===== src/rtl/reorder_buffer_if.sv =====
// Bundles the issue, CDB, forwarding, commit and flush signals of the
// reorder buffer. The ROB uses the slave modport. The issue stage, the
// functional units and the register file together form the master side.
//
// Handshake: an instruction is accepted at a rising clock edge exactly when
// issue_valid_in and ready_out are both 1, and it receives index
// issue_idx_out. cdb_valid_in is a one-cycle pulse with no back-pressure.
// commit_* and flush_* are one-cycle strobes driven from registers.
interface reorder_buffer_if #(
  parameter int DEPTH = 8,
  parameter int IDX_W = 3
);
  logic                issue_valid_in;
  logic [4:0]          issue_rd_in;
  logic                issue_we_in;
  logic                ready_out;
  logic [IDX_W-1:0]    issue_idx_out;

  logic                cdb_valid_in;
  logic [IDX_W-1:0]    cdb_idx_in;
  logic signed [31:0]  cdb_data_in;
  logic                cdb_mispredict_in;
  logic [31:0]         cdb_target_in;

  logic [IDX_W-1:0]    q1_idx_in;
  logic [IDX_W-1:0]    q2_idx_in;
  logic                q1_ready_out;
  logic                q2_ready_out;
  logic signed [31:0]  q1_data_out;
  logic signed [31:0]  q2_data_out;

  logic                commit_we_out;
  logic [4:0]          commit_wa_out;
  logic signed [31:0]  commit_wd_out;
  logic [IDX_W-1:0]    commit_rob_ix_out;

  logic                flush_out;
  logic [DEPTH-1:0]    flush_addrs_out;
  logic [31:0]         redirect_pc_out;
  logic [IDX_W:0]      count_out;

  modport slave (
    input  issue_valid_in, issue_rd_in, issue_we_in,
    output ready_out, issue_idx_out,
    input  cdb_valid_in, cdb_idx_in, cdb_data_in, cdb_mispredict_in, cdb_target_in,
    input  q1_idx_in, q2_idx_in,
    output q1_ready_out, q2_ready_out, q1_data_out, q2_data_out,
    output commit_we_out, commit_wa_out, commit_wd_out, commit_rob_ix_out,
    output flush_out, flush_addrs_out, redirect_pc_out, count_out
  );

  modport master (
    output issue_valid_in, issue_rd_in, issue_we_in,
    input  ready_out, issue_idx_out,
    output cdb_valid_in, cdb_idx_in, cdb_data_in, cdb_mispredict_in, cdb_target_in,
    output q1_idx_in, q2_idx_in,
    input  q1_ready_out, q2_ready_out, q1_data_out, q2_data_out,
    input  commit_we_out, commit_wa_out, commit_wd_out, commit_rob_ix_out,
    input  flush_out, flush_addrs_out, redirect_pc_out, count_out
  );
endinterface


===== src/rtl/reorder_buffer.sv =====
// Circular reorder buffer: allocates indices at issue, captures out-of-order
// CDB results, retires in program order (one per cycle) and squashes younger
// entries when a mispredicted branch retires.
// Optional macro ROB_PERF_EN adds retire/flush performance counters.
module reorder_buffer #(
  parameter int DEPTH = 8,
  parameter int IDX_W = 3
) (
  input  logic clk_in,
  input  logic rst_in,
`ifdef ROB_PERF_EN
  output logic [31:0] perf_commits_out,
  output logic [31:0] perf_flushes_out,
`endif
  reorder_buffer_if.slave bus
);

  // Per-entry state
  logic [DEPTH-1:0]   busy_q, done_q, we_q, mis_q;
  logic [4:0]         rd_q     [DEPTH];
  logic signed [31:0] data_q   [DEPTH];
  logic [31:0]        target_q [DEPTH];

  // Pointers and occupancy
  logic [IDX_W-1:0] head_q, head_d;
  logic [IDX_W-1:0] tail_q, tail_d;
  logic [IDX_W:0]   count_q, count_d;

  // Registered commit/flush outputs
  logic               commit_we_q;
  logic [4:0]         commit_wa_q;
  logic signed [31:0] commit_wd_q;
  logic [IDX_W-1:0]   commit_ix_q;
  logic               flush_q;
  logic [DEPTH-1:0]   flush_addrs_q;
  logic [31:0]        redirect_q;

  // Per-cycle decisions
  logic             retire, flush_fire, ready, issue_fire, cdb_fire, issue_we_eff;
  logic [DEPTH-1:0] flush_mask;

  // Retire/issue/CDB decisions and next pointer/count values
  always_comb begin
    retire       = busy_q[head_q] & done_q[head_q];
    flush_fire   = retire & mis_q[head_q];
    ready        = (count_q < (IDX_W+1)'(DEPTH)) && !flush_fire;
    issue_fire   = bus.issue_valid_in & ready;
    issue_we_eff = bus.issue_we_in & (bus.issue_rd_in != 5'd0);
    cdb_fire     = bus.cdb_valid_in & busy_q[bus.cdb_idx_in] &
                   ~done_q[bus.cdb_idx_in] & ~flush_fire;
    // Everything still busy except the retiring branch itself is squashed
    flush_mask   = busy_q & ~(DEPTH'(1) << head_q);

    head_d  = retire ? head_q + IDX_W'(1) : head_q;
    tail_d  = tail_q;
    count_d = count_q;
    if (flush_fire) begin
      tail_d  = head_q + IDX_W'(1);
      count_d = '0;
    end else begin
      if (issue_fire) tail_d = tail_q + IDX_W'(1);
      count_d = count_q + (IDX_W+1)'(issue_fire) - (IDX_W+1)'(retire);
    end
  end

  // Pointer, count and registered output updates
  always_ff @(posedge clk_in or posedge rst_in) begin
    if (rst_in) begin
      head_q        <= '0;
      tail_q        <= '0;
      count_q       <= '0;
      commit_we_q   <= 1'b0;
      commit_wa_q   <= '0;
      commit_wd_q   <= '0;
      commit_ix_q   <= '0;
      flush_q       <= 1'b0;
      flush_addrs_q <= '0;
      redirect_q    <= '0;
    end else begin
      head_q        <= head_d;
      tail_q        <= tail_d;
      count_q       <= count_d;
      commit_we_q   <= retire & we_q[head_q];
      flush_q       <= flush_fire;
      flush_addrs_q <= flush_fire ? flush_mask : '0;
      redirect_q    <= flush_fire ? target_q[head_q] : 32'd0;
      if (retire) begin
        commit_wa_q <= rd_q[head_q];
        commit_wd_q <= data_q[head_q];
        commit_ix_q <= head_q;
      end
    end
  end

  // Entry array: allocate at tail, complete from CDB, free at head or on squash
  always_ff @(posedge clk_in or posedge rst_in) begin
    if (rst_in) begin
      busy_q <= '0;
      done_q <= '0;
      we_q   <= '0;
      mis_q  <= '0;
      for (int i = 0; i < DEPTH; i++) begin
        rd_q[i]     <= '0;
        data_q[i]   <= '0;
        target_q[i] <= '0;
      end
    end else if (flush_fire) begin
      busy_q <= '0;
      done_q <= '0;
      mis_q  <= '0;
    end else begin
      if (retire) begin
        busy_q[head_q] <= 1'b0;
        done_q[head_q] <= 1'b0;
      end
      if (issue_fire) begin
        busy_q[tail_q] <= 1'b1;
        done_q[tail_q] <= 1'b0;
        we_q[tail_q]   <= issue_we_eff;
        rd_q[tail_q]   <= bus.issue_rd_in;
        mis_q[tail_q]  <= 1'b0;
      end
      if (cdb_fire) begin
        done_q[bus.cdb_idx_in]   <= 1'b1;
        data_q[bus.cdb_idx_in]   <= bus.cdb_data_in;
        mis_q[bus.cdb_idx_in]    <= bus.cdb_mispredict_in;
        target_q[bus.cdb_idx_in] <= bus.cdb_target_in;
      end
    end
  end

  // Operand forwarding: CDB bypass first, then completed entry, else nothing
  always_comb begin
    bus.q1_ready_out = 1'b0;
    bus.q1_data_out  = '0;
    bus.q2_ready_out = 1'b0;
    bus.q2_data_out  = '0;
    if (bus.cdb_valid_in && bus.cdb_idx_in == bus.q1_idx_in) begin
      bus.q1_ready_out = 1'b1;
      bus.q1_data_out  = bus.cdb_data_in;
    end else if (busy_q[bus.q1_idx_in] && done_q[bus.q1_idx_in]) begin
      bus.q1_ready_out = 1'b1;
      bus.q1_data_out  = data_q[bus.q1_idx_in];
    end
    if (bus.cdb_valid_in && bus.cdb_idx_in == bus.q2_idx_in) begin
      bus.q2_ready_out = 1'b1;
      bus.q2_data_out  = bus.cdb_data_in;
    end else if (busy_q[bus.q2_idx_in] && done_q[bus.q2_idx_in]) begin
      bus.q2_ready_out = 1'b1;
      bus.q2_data_out  = data_q[bus.q2_idx_in];
    end
  end

  assign bus.ready_out         = ready;
  assign bus.issue_idx_out     = tail_q;
  assign bus.commit_we_out     = commit_we_q;
  assign bus.commit_wa_out     = commit_wa_q;
  assign bus.commit_wd_out     = commit_wd_q;
  assign bus.commit_rob_ix_out = commit_ix_q;
  assign bus.flush_out         = flush_q;
  assign bus.flush_addrs_out   = flush_addrs_q;
  assign bus.redirect_pc_out   = redirect_q;
  assign bus.count_out         = count_q;

`ifdef ROB_PERF_EN
  logic [31:0] perf_commits_q, perf_flushes_q;

  // Free-running retire and flush counters, wrapping at 2^32
  always_ff @(posedge clk_in or posedge rst_in) begin
    if (rst_in) begin
      perf_commits_q <= '0;
      perf_flushes_q <= '0;
    end else begin
      if (retire)     perf_commits_q <= perf_commits_q + 32'd1;
      if (flush_fire) perf_flushes_q <= perf_flushes_q + 32'd1;
    end
  end

  assign perf_commits_out = perf_commits_q;
  assign perf_flushes_out = perf_flushes_q;
`endif

endmodule


===== src/flat_wrapper.sv =====
// flat-port wrapper written by rule: the top's interface ports become plain ports
module reorder_buffer_flat 
#(
  parameter int DEPTH = 8,
  parameter int IDX_W = 3
)
  (clk_in, rst_in, bus_issue_valid_in, bus_issue_rd_in, bus_issue_we_in, bus_ready_out, bus_issue_idx_out, bus_cdb_valid_in, bus_cdb_idx_in, bus_cdb_data_in, bus_cdb_mispredict_in, bus_cdb_target_in, bus_q1_idx_in, bus_q2_idx_in, bus_q1_ready_out, bus_q2_ready_out, bus_q1_data_out, bus_q2_data_out, bus_commit_we_out, bus_commit_wa_out, bus_commit_wd_out, bus_commit_rob_ix_out, bus_flush_out, bus_flush_addrs_out, bus_redirect_pc_out, bus_count_out);
  reorder_buffer_if #(.DEPTH(DEPTH), .IDX_W(IDX_W)) bus_i ();
  input  logic clk_in;
  input  logic rst_in;
  input wire logic [$bits(bus_i.issue_valid_in)-1:0] bus_issue_valid_in;
  input wire logic [$bits(bus_i.issue_rd_in)-1:0] bus_issue_rd_in;
  input wire logic [$bits(bus_i.issue_we_in)-1:0] bus_issue_we_in;
  output wire logic [$bits(bus_i.ready_out)-1:0] bus_ready_out;
  output wire logic [$bits(bus_i.issue_idx_out)-1:0] bus_issue_idx_out;
  input wire logic [$bits(bus_i.cdb_valid_in)-1:0] bus_cdb_valid_in;
  input wire logic [$bits(bus_i.cdb_idx_in)-1:0] bus_cdb_idx_in;
  input wire logic [$bits(bus_i.cdb_data_in)-1:0] bus_cdb_data_in;
  input wire logic [$bits(bus_i.cdb_mispredict_in)-1:0] bus_cdb_mispredict_in;
  input wire logic [$bits(bus_i.cdb_target_in)-1:0] bus_cdb_target_in;
  input wire logic [$bits(bus_i.q1_idx_in)-1:0] bus_q1_idx_in;
  input wire logic [$bits(bus_i.q2_idx_in)-1:0] bus_q2_idx_in;
  output wire logic [$bits(bus_i.q1_ready_out)-1:0] bus_q1_ready_out;
  output wire logic [$bits(bus_i.q2_ready_out)-1:0] bus_q2_ready_out;
  output wire logic [$bits(bus_i.q1_data_out)-1:0] bus_q1_data_out;
  output wire logic [$bits(bus_i.q2_data_out)-1:0] bus_q2_data_out;
  output wire logic [$bits(bus_i.commit_we_out)-1:0] bus_commit_we_out;
  output wire logic [$bits(bus_i.commit_wa_out)-1:0] bus_commit_wa_out;
  output wire logic [$bits(bus_i.commit_wd_out)-1:0] bus_commit_wd_out;
  output wire logic [$bits(bus_i.commit_rob_ix_out)-1:0] bus_commit_rob_ix_out;
  output wire logic [$bits(bus_i.flush_out)-1:0] bus_flush_out;
  output wire logic [$bits(bus_i.flush_addrs_out)-1:0] bus_flush_addrs_out;
  output wire logic [$bits(bus_i.redirect_pc_out)-1:0] bus_redirect_pc_out;
  output wire logic [$bits(bus_i.count_out)-1:0] bus_count_out;
  assign bus_i.issue_valid_in = bus_issue_valid_in;
  assign bus_i.issue_rd_in = bus_issue_rd_in;
  assign bus_i.issue_we_in = bus_issue_we_in;
  assign bus_ready_out = bus_i.ready_out;
  assign bus_issue_idx_out = bus_i.issue_idx_out;
  assign bus_i.cdb_valid_in = bus_cdb_valid_in;
  assign bus_i.cdb_idx_in = bus_cdb_idx_in;
  assign bus_i.cdb_data_in = bus_cdb_data_in;
  assign bus_i.cdb_mispredict_in = bus_cdb_mispredict_in;
  assign bus_i.cdb_target_in = bus_cdb_target_in;
  assign bus_i.q1_idx_in = bus_q1_idx_in;
  assign bus_i.q2_idx_in = bus_q2_idx_in;
  assign bus_q1_ready_out = bus_i.q1_ready_out;
  assign bus_q2_ready_out = bus_i.q2_ready_out;
  assign bus_q1_data_out = bus_i.q1_data_out;
  assign bus_q2_data_out = bus_i.q2_data_out;
  assign bus_commit_we_out = bus_i.commit_we_out;
  assign bus_commit_wa_out = bus_i.commit_wa_out;
  assign bus_commit_wd_out = bus_i.commit_wd_out;
  assign bus_commit_rob_ix_out = bus_i.commit_rob_ix_out;
  assign bus_flush_out = bus_i.flush_out;
  assign bus_flush_addrs_out = bus_i.flush_addrs_out;
  assign bus_redirect_pc_out = bus_i.redirect_pc_out;
  assign bus_count_out = bus_i.count_out;
  reorder_buffer #(.DEPTH(DEPTH), .IDX_W(IDX_W)) u_core (.clk_in(clk_in), .rst_in(rst_in), .bus(bus_i));
endmodule

===== config.mk =====
export PLATFORM = sky130hd
export DESIGN_NAME = reorder_buffer_flat
export DESIGN_NICKNAME = d
export VERILOG_FILES = /design/src/rtl/reorder_buffer_if.sv /design/src/rtl/reorder_buffer.sv /design/src/flat_wrapper.sv
export SDC_FILE = /design/constraint.sdc
export NUM_CORES = 1
export LEC_CHECK = 0
export BUFFER_PORTS_ARGS = -buffer_cell sky130_fd_sc_hd__buf_2
export CORE_UTILIZATION = 33
export CTS_CLUSTER_DIAMETER = 40
export CTS_CLUSTER_SIZE = 12
export DETAILED_ROUTE_END_ITERATION = 10
export HOLD_SLACK_MARGIN = 0.03
export SLEW_MARGIN = 20
export SYNTH_ARGS = -nofsm -noshare
export SYNTH_HDL_FRONTEND = slang
export SYNTH_SLANG_ARGS = --single-unit

===== constraint.sdc =====
create_clock -name clk_in -period 29.3 [get_ports clk_in]
set_input_delay 8.79 -clock clk_in [delete_from_list [all_inputs] [get_ports clk_in]]
set_output_delay 8.79 -clock clk_in [all_outputs]
set_load 0.005 [all_outputs]

# [Word-level counts from Yosys, hierarchy flattened]
# Index checks and enable logic that the tools add are counted.
[totals] reg_bits=676 word_cells=178
[op_classes] n_addsub=4 n_lt_le_gt_ge=16 n_eq_ne=2 n_shift=1 n_mux=77 bitwise=25 n_reduce_logical=15
[op_table] operator="256-bit bitwise mux" n=2
[op_table] operator="32-bit 2-to-1 mux" n=14
[op_table] operator="32-bit binary-select mux with 3-bit select" n=4
[op_table] operator="8-bit 2-to-1 mux" n=15
[op_table] operator="32-bit demux with 3-bit select" n=1
[op_table] operator="8-bit AND" n=5
[op_table] operator="40-bit bitwise mux" n=1
[op_table] operator="1-bit binary-select mux with 3-bit select" n=10
[op_table] operator="8-bit NOT" n=3
[op_table] operator="4-bit greater-or-equal comparator, second input constant" n=5
[op_table] operator="3-bit by 4-bit < comparator with 1-bit output, second input constant" n=5
[op_table] operator="3-bit NOT with 4-bit output" n=5
[op_table] operator="1-bit 2-to-1 mux" n=17
[op_table] operator="8-bit bitwise mux" n=2
[op_table] operator="8-bit OR" n=2
[op_table] operator="5-bit binary-select mux with 3-bit select" n=1
[op_table] operator="5-bit demux with 3-bit select" n=1
[op_table] operator="5-bit 2-to-1 mux" n=3
[op_table] operator="1-bit logical AND" n=10
[op_table] operator="1-bit demux with 3-bit select" n=3
[op_table] operator="3-bit by 1-bit greater-or-equal comparator with 1-bit output, second input constant" n=3
[op_table] operator="1-bit AND" n=8
[op_table] operator="4-bit by 1-bit < comparator with 1-bit output, second input constant" n=2
[op_table] operator="1-bit by 3-bit << shifter with 8-bit output, first input constant" n=1
[op_table] operator="other kinds (12)" n=17

# [Depth between registers and ports, before layout]
# Gate-level depths: netlist of run 1.
[depth] ltp_word=14 depth_mapped=15

# [Worst setup path before layout of run 1]
# Ideal clock, no wire load.
[synth_timing] path_type="input -> output" startpoint="input port bus_q1_idx_in[0]" endpoint="output port bus_q1_data_out[18]" arrival_time_ps=10537 slack_ps=9973 cell_stages=5 path_buffers=2 cell_sequence="buf_1 -> buf_1 -> mux4_2 -> mux2i_1 -> o31ai_1"
[synth_via] elab_chain_len=6 elab_cells_between_ends=13
[synth_rtl] element="start: declaration" line="flat_wrapper.sv:21" source="input wire logic [$bits(bus_i.q1_idx_in)-1:0] bus_q1_idx_in;"
[synth_rtl] element="3-bit NOT with 4-bit output (implied by the code)" line="reorder_buffer.sv:143" source="bus.q1_data_out = data_q[bus.q1_idx_in];"
[synth_rtl] element="32-bit binary-select mux with 3-bit select" line="reorder_buffer.sv:143"
[synth_rtl] element="32-bit 2-to-1 mux (implied by the code) (2 in a row)" line="reorder_buffer.sv:143"
[synth_rtl] element="32-bit 2-to-1 mux" line="reorder_buffer.sv:141" source="end else if (busy_q[bus.q1_idx_in] && done_q[bus.q1_idx_in]) begin"
[synth_rtl] element="32-bit 2-to-1 mux *" line="reorder_buffer.sv:138" source="if (bus.cdb_valid_in && bus.cdb_idx_in == bus.q1_idx_in) begin"
[synth_rtl] element="end: declaration" line="flat_wrapper.sv:25" source="output wire logic [$bits(bus_i.q1_data_out)-1:0] bus_q1_data_out;"
# Mark *: on every way between the ends. The rest lies on a longest branch, timed or not. The select of a mux whose other input is x is not followed.

# [Worst setup path in the final report of run 1]
[layout_timing] startpoint="input port bus_q1_idx_in[0]" endpoint="output port bus_q1_data_out[5]"
# Same word-level chain as after synthesis.

==> results of run 1 <==
==> cell type report <==
type | count | area share
flip-flops and latches | 676 | 0.415
well taps | 1380 | 0.0423
inverters | 15 | 0.00162
repair buffers | 283 | 0.0383
clock inverters | 63 | 0.0211
clock buffers | 148 | 0.0788
multi-input cells | 1487 | 0.403
==> path summary, 6_finish.rpt <==
path	from	to	slack, ns	depth (start not counted)
worst min-delay path	u_core.target_q[140]$_DFFE_PP0P_	u_core.target_q[140]$_DFFE_PP0P_	0.48	1
worst min register to register	u_core.target_q[140]$_DFFE_PP0P_	u_core.target_q[140]$_DFFE_PP0P_	0.48	1
worst max-delay path	bus_q1_idx_in[0]	bus_q1_data_out[5]	8.95	10
worst max register to register	u_core.head_q[1]$_DFFE_PP0N_	u_core.data_q[24]$_DFFE_PP0P_	24.29	9
max in group asynchronous	rst_in	u_core.data_q[111]$_DFFE_PP0P_	17.94	5
min in group asynchronous	rst_in	u_core.target_q[167]$_DFFE_PP0P_	8.27	2
==> synth_stat cells (all sizes together) (3+ instances only) <==
| cell | number |
|---|---|
| dfrtp | 676 |
| mux2 | 564 |
| mux4 | 277 |
| nand2 | 248 |
| buf | 145 |
| clkbuf | 82 |
| mux2i | 72 |
| o31ai | 64 |
| nor2 | 53 |
| a21oi | 47 |
| a31oi | 42 |
| nand3 | 19 |
| inv | 14 |
| ha | 11 |
| o21ai | 11 |
| nand2b | 8 |
| nand4 | 7 |
| xnor2 | 7 |
| nor3 | 6 |
| a2111oi | 5 |
| xor2 | 5 |
| and2 | 4 |
| nand3b | 4 |
| nor2b | 4 |
| a211oi | 3 |
| and3 | 3 |
| and3b | 3 |
| nor3b | 3 |
==> logic make-up (layout without fill, tap and decap cells) <==
| kind of cell | Yosys count | after routing | synth area share |
|---|---|---|---|
| flops | 676 | 676 | 0.491 |
| compound gates | 184 | 184 | 0.0373 |
| simple gates | 366 | 366 | 0.0447 |
| buf+inv | 242 | 509 | 0.0327 |
| mux | 913 | 913 | 0.387 |
| fa+ha+maj | 12 | 12 | 0.00458 |
| xor+xnor | 12 | 12 | 0.00305 |
==> through the flow <==
step | worst slack [ns] | hold WS, ns | power [mW] | instance area, sq um
3_3_place_gp | 8.74 | 0.464 | 3.11 | 36700
3_5_place_dp | 8.76 | 0.474 | 3.15 | 36700
2_1_floorplan | 1.56 | 0.453 | 2.72 | 34500
4_1_cts | 8.76 | 0.485 | 4.58 | 40800
6_report | 8.95 | 0.479 | 4.53 | 40800
5_1_grt | 8.58 | 0.499 | 4.80 | 40800
==> cell usage in the layout, fill, tap and decap left out, types with 12 or more instances in the layout <==
| master | instances |
|---|---|
| mux2_2 | 331 |
| nand2_1 | 244 |
| nor2_1 | 53 |
| mux2i_1 | 71 |
| clkbuf_1 | 14 |
| a21oi_1 | 46 |
| mux4_2 | 277 |
| mux2_1 | 233 |
| clkbuf_16 | 117 |
| inv_1 | 12 |
| nand3_1 | 19 |
| buf_2 | 235 |
| dfrtp_1 | 673 |
| bufinv_16 | 16 |
| a31oi_1 | 42 |
| o31ai_1 | 64 |
| clkbuf_8 | 17 |
| buf_4 | 46 |
| inv_6 | 12 |
| clkinv_2 | 13 |
==> worst max-delay path, stage by stage <==
cell     delay [ns]
buf_4          0.31
buf_4          0.61
buf_4          0.57
xnor2_1        0.18
nand2_1        0.08
nor3_2         0.15
buf_4          0.37
nand2_1        0.09
o31ai_1        0.13
buf_2          0.20
==> power by group through the flow <==
| stage | Sequential [mW] | Combinational (mW) | Clock [mW] |
|---|---|---|---|
| 2_1_floorplan | 1.58 | 1.15 | 0 |
| 3_3_place_gp | 1.70 | 1.41 | 0 |
| 3_5_place_dp | 1.71 | 1.44 | 0 |
| 4_1_cts | 1.70 | 1.45 | 1.44 |
| 5_1_grt | 1.77 | 1.56 | 1.48 |
| 6_report | 1.70 | 1.42 | 1.41 |
==> sequential cells by signal, indices dropped and copies added, names as in the netlist, 4 cells and up <==
signal and count:
u_core.done_q 8, u_core.bus.flush_addrs_out 8, u_core.bus.redirect_pc_out 32, u_core.busy_q 8, u_core.bus.commit_wa_out 5, u_core.bus.count_out 4
u_core.data_q 256, u_core.mis_q 8, u_core.we_q 8, u_core.bus.commit_wd_out 32, u_core.rd_q 40, u_core.target_q 256
==> layer usage <==
layer | wire (microns) | global-route usage | share of wire
met5 | 103 | 0 | 0.0011
met4 | 2110 | 0.0493 | 0.022
met3 | 6120 | 0.0463 | 0.063
met2 | 46300 | 0.301 | 0.48
met1 | 42700 | 0.253 | 0.44
==> impl_metrics.yaml, run 1 <==
outcome:
  outcome: "complete, no violations"
power:
  max-vdd-ir-drop_v: 0.0000665
  comb_power_share: 0.313
  p_leak_nw: 17.7
  power_switching_mw: 1.43
  p_int_mw: 3.11
  netSwitchingFraction: 0.315
  powerDensity_mw_per_mm2: 111
  pwr-share-clk: 0.311
  pwr-share-seq: 0.376
timing:
  slew-limit-headroom: 0.238
  hold_viol: 0
  fmax_mhz: 49.1
  slew_violations: 0
  setup_viol: 0
  fin_tns_setup_ns: 0
  fin_skew_ns: 0.0478
  rsz0062_at_grt: "false"
  period_minus_slack_ns: 20.35
  period_share: 0.695
  worst_pin_slew_ns: 1.14
cts:
  cts_tree: "yes"
  clock_path_buffers: 3
  cts_setup_buffers: 0
  cts.htree.levels: 3
  root_buffer: "clkbuf_16"
  hold_buffers: 0
  cts_buffers: 115
  cts.sinks: 676
  path_clk_slew_ns: 0.05
  clk_latency_ns: 0.71
  cts_resized: 0
finish:
  fin_util: 0.394
  fillers: 9638
  antenna_cells: 0
  drive_gt1_frac: 0.414
  final-seq-area_sq_mm: 0.0169
  final_nets: 2674
  syn_to_final_growth_pct: 18.5
  multiInputGateArea_sq_mm: 0.0165
  stdcell_count: 4052
floorplanning:
  fp.dieH_microns: 325
  io_pins: 240
  coreArea_sq_mm: 0.103
  start_util: 0.333
  rows: 118
  die_w_microns: 325
  die-area_sq_mm: 0.106
logic_synthesis:
  avgSynthCellArea_sq_um: 14.3
  synth_cell_types: 53
  netlist_area_sq_mm: 0.0345
  syn_nets: 2501
  ys.flop_type: "dfrtp_1"
  yosys-top-cells-area: "dfrtp_1 49%, mux4_2 18%, mux2_2 11%"
  synth_area_leader_cell: "dfrtp_1"
  ys_ff_latch: 676
  seq_area_frac_synth: 0.491
  syn-instance-count: 2405
  yosysWarnings: 0
  synth_edf_count: 0
  async_flop_share: 1.00
  yosysTopAreaCellShare: 0.491
setup_path:
  critPathCaptureType: "output pin"
  worst-endpoint-required_ns: 20.51
  worstSetupPathType: "primary input to output pin"
  start_kind: "primary input"
  cp_data_arrival_time_ns: 11.56
  cp_max_fo: 35
drt:
  drcViolationCount: 0
  firstDrtPassIters: 6
  vias: 21843
  drt_iter0_drc: 1698
  wl_mm: 97.4
  final_antenna_net_count: 0
  avgViaCountPerCell: 5.39
  wl_per_cell_microns: 24.0
placement:
  gp_congestion: 0.775
  placed_cells: 3841
  dp_hpwl_mm: 56.8
  io_buffer_count: 239
global_routing:
  grt_pass1_vias: 23013
  overflow: 0
  grt_antenna_before_repair: 10
  grt_usage: 0.188
  grt_max_degree: 165
  grt_pass1_wl_mm: 151
run:
  max_cap_violations: 0
min_path:
  hp-class: "register to register"
Note: power is estimated with default switching activity, not from simulation.
==> run 2, diff against run 1 <==
--- a/config.mk
+++ b/config.mk
@@ -5,6 +5,7 @@
 export SDC_FILE = /design/constraint.sdc
 export NUM_CORES = 1
 export LEC_CHECK = 0
+export ABC_AREA = 1
 export BUFFER_PORTS_ARGS = -buffer_cell sky130_fd_sc_hd__buf_2
 export CORE_UTILIZATION = 33
 export CTS_CLUSTER_DIAMETER = 40
==> constraint.sdc (replaced) <==
create_clock -name clk_in -period 16.9 [get_ports clk_in]
set_input_delay 5.07 -clock clk_in [delete_from_list [all_inputs] [get_ports clk_in]]
set_output_delay 5.07 -clock clk_in [all_outputs]
set_load 0.005 [all_outputs]
==> impl_metrics.yaml, run 2 <==
logic_synthesis:
  yosysTopAreaCellShare: 0.494
  yosys-top-cells-area: "dfrtp_1 49%, nand2_1 11%, o21ai_1 7.5%"
  synth_area_leader_cell: "dfrtp_1"
  syn-instance-count: 4313
  synth_edf_count: 0
  avgSynthCellArea_sq_um: 7.95
  yosysWarnings: 0
  synthTopCellsByCount: "1007 x nand2_1, 676 x dfrtp_1, 512 x o21ai_1"
  synth_cell_types: 33
  syn_nets: 4409
  seq_area_frac_synth: 0.494
  ys.flop_type: "dfrtp_1"
  async_flop_share: 1.00
  synth_most_common_cell: "nand2_1"
  ys_ff_latch: 676
  netlist_area_sq_mm: 0.0343
drt:
  wl_per_cell_microns: 20.0
  vias: 31521
  drt_iter0_drc: 3328
  firstDrtPassIters: 6
  avgViaCountPerCell: 5.42
  final_antenna_net_count: 0
  wl_mm: 116
  drcViolationCount: 0
floorplanning:
  start_util: 0.335
  die-area_sq_mm: 0.105
  rows: 117
  coreArea_sq_mm: 0.102
  io_pins: 240
  die_w_microns: 324
  fp.dieH_microns: 324
cts:
  cts_tree: "yes"
  cts.htree.levels: 3
  root_buffer: "clkbuf_16"
  cts_setup_buffers: 0
  cts.sinks: 676
  hold_buffers: 0
  path_clk_slew_ns: 0.05
  clock_path_buffers: 3
  cts_resized: 0
  clk_latency_ns: 0.69
  cts_buffers: 113
setup_path:
  worstSetupPathType: "primary input to output pin"
  r2r_start: "u_core.head_q[0]$_DFFE_PP0N_"
  start_kind: "primary input"
  critPathCaptureType: "output pin"
  cp_data_arrival_time_ns: 8.30
  cp_max_fo: 100
  worst-endpoint-required_ns: 11.83
  crit_start: "bus_q2_idx_in[0]"
timing:
  setup_viol: 0
  fmax_mhz: 74.8
  rsz0062_at_grt: "false"
  worst_pin_slew_ns: 1.07
  period_share: 0.791
  fin_skew_ns: 0.0370
  hold_viol: 0
  fin_tns_setup_ns: 0
  slew_violations: 0
  period_minus_slack_ns: 13.37
  slew-limit-headroom: 0.287
power:
  powerDensity_mw_per_mm2: 192
  p_leak_nw: 18.3
  max-vdd-ir-drop_v: 0.000110
finish:
  final_common_cell: "nand2_1"
  top_regs: "u_core.data_q: 256 flops, u_core.target_q: 256 flops, u_core.rd_q: 40 flops"
  fin_util: 0.390
  final_cell_mix: "1005 x nand2_1, 675 x dfrtp_1, 512 x o21ai_1"
  syn_to_final_growth_pct: 16.4
  drive_gt1_frac: 0.116
  final_nets: 4448
min_path:
  hp-start: "u_core.bus.commit_wd_out[13]$_DFFE_PP0N_"
  hp-class: "register to register"
global_routing:
  grt_pass1_wl_mm: 179
  grt_usage: 0.220
  grt_antenna_before_repair: 8
  grt_pass1_vias: 29820
  overflow: 0
  grt_max_degree: 202
outcome:
  outcome: "complete, no violations"
placement:
  gp_congestion: 0.836
  dp_hpwl_mm: 65.3
  io_buffer_count: 239
run:
  max_cap_violations: 0
-- run 2: cell count changes after synthesis, moves of 188 or more --
cell | previous run | this run
a21oi_1 | 46 | 317
inv_1 | 13 | 201
mux2_1 | 233 | 0
mux2_2 | 331 | 0
mux4_2 | 277 | 0
nand2_1 | 246 | 1007
nor2_1 | 53 | 246
o21ai_0 | 11 | 485
o21ai_1 | 0 | 512
-- run 2: area by class of cell --
| type | count | area [sq um] |
|---|---|---|
| antenna | 2 | 5.00 |
| inverter | 218 | 838 |
| multi-input combinational | 3058 | 14800 |
| tap | 1368 | 1710 |
| sequential | 676 | 16900 |
| timing repair buffer | 285 | 1600 |
| clock inverter | 77 | 948 |
| clock buffer | 135 | 3030 |
| fill | 10470 | 62400 |
-- run 2: report_power, final --
group	switching [mW]	total, mW	internal [mW]	leakage, nW
Clock	0.864	2.39	1.52	1.91
Sequential	0.517	2.85	2.34	8.72
Combinational	1.54	2.41	0.873	7.70
Total	2.92	7.65	4.73	18.3
-- run 2: cell families after synthesis --
group,share of synthesized area
compound gates,0.261
xor+xnor,0.00153
fa+ha+maj,0.00460
buf+inv,0.0759
flops,0.494
simple gates,0.164
-- run 2: metal layers --
metal | wire length, microns | share of wire | track usage | up-vias
met4 | 3890 | 0.033 | 0.0791 | 6
met1 | 50100 | 0.43 | 0.295 | 15042
met3 | 9040 | 0.078 | 0.0422 | 271
li1 | - | - | - | 14868
met2 | 53200 | 0.46 | 0.351 | 1334
met5 | 36 | 0.00031 | 0 | -
-- run 2: metrics by stage --
stage	area, sq um	hold WS, ns	total power [mW]	cells	setup WS, ns
finish	39900	0.470	7.65	5819	3.53
global route	39900	0.496	8.19	5818	3.33
CTS	39900	0.474	7.68	5817	3.59
detailed placement	35900	0.460	5.26	5605	3.61
global placement	35900	0.456	5.20	5605	3.65
floorplan	34300	0.444	4.48	4313	2.58
-- run 2: final timing paths --
path | slack, ns | cells past startpoint | endpoint
worst max-delay path | 3.53 | 11 | bus_q2_data_out[22]
worst min-delay path | 0.47 | 2 | u_core.bus.commit_wd_out[13]$_DFFE_PP0N_
worst max register to register | 11.81 | 11 | u_core.data_q[57]$_DFFE_PP0P_
worst min register to register | 0.47 | 2 | u_core.bus.commit_wd_out[13]$_DFFE_PP0N_
max in group asynchronous | 10.02 | 5 | u_core.head_q[0]$_DFFE_PP0N_
min in group asynchronous | 4.62 | 3 | u_core.bus.redirect_pc_out[18]$_DFF_PP0_
-- run 2: critical path: stages --
cell and delay (ns):
buf_2 0.10, buf_4 0.28, buf_4 0.35, inv_4 0.77, buf_4 0.76, a21oi_1 0.15
o21ai_0 0.12, o211ai_1 0.12, nand3_1 0.18, o22ai_1 0.10, buf_2 0.16
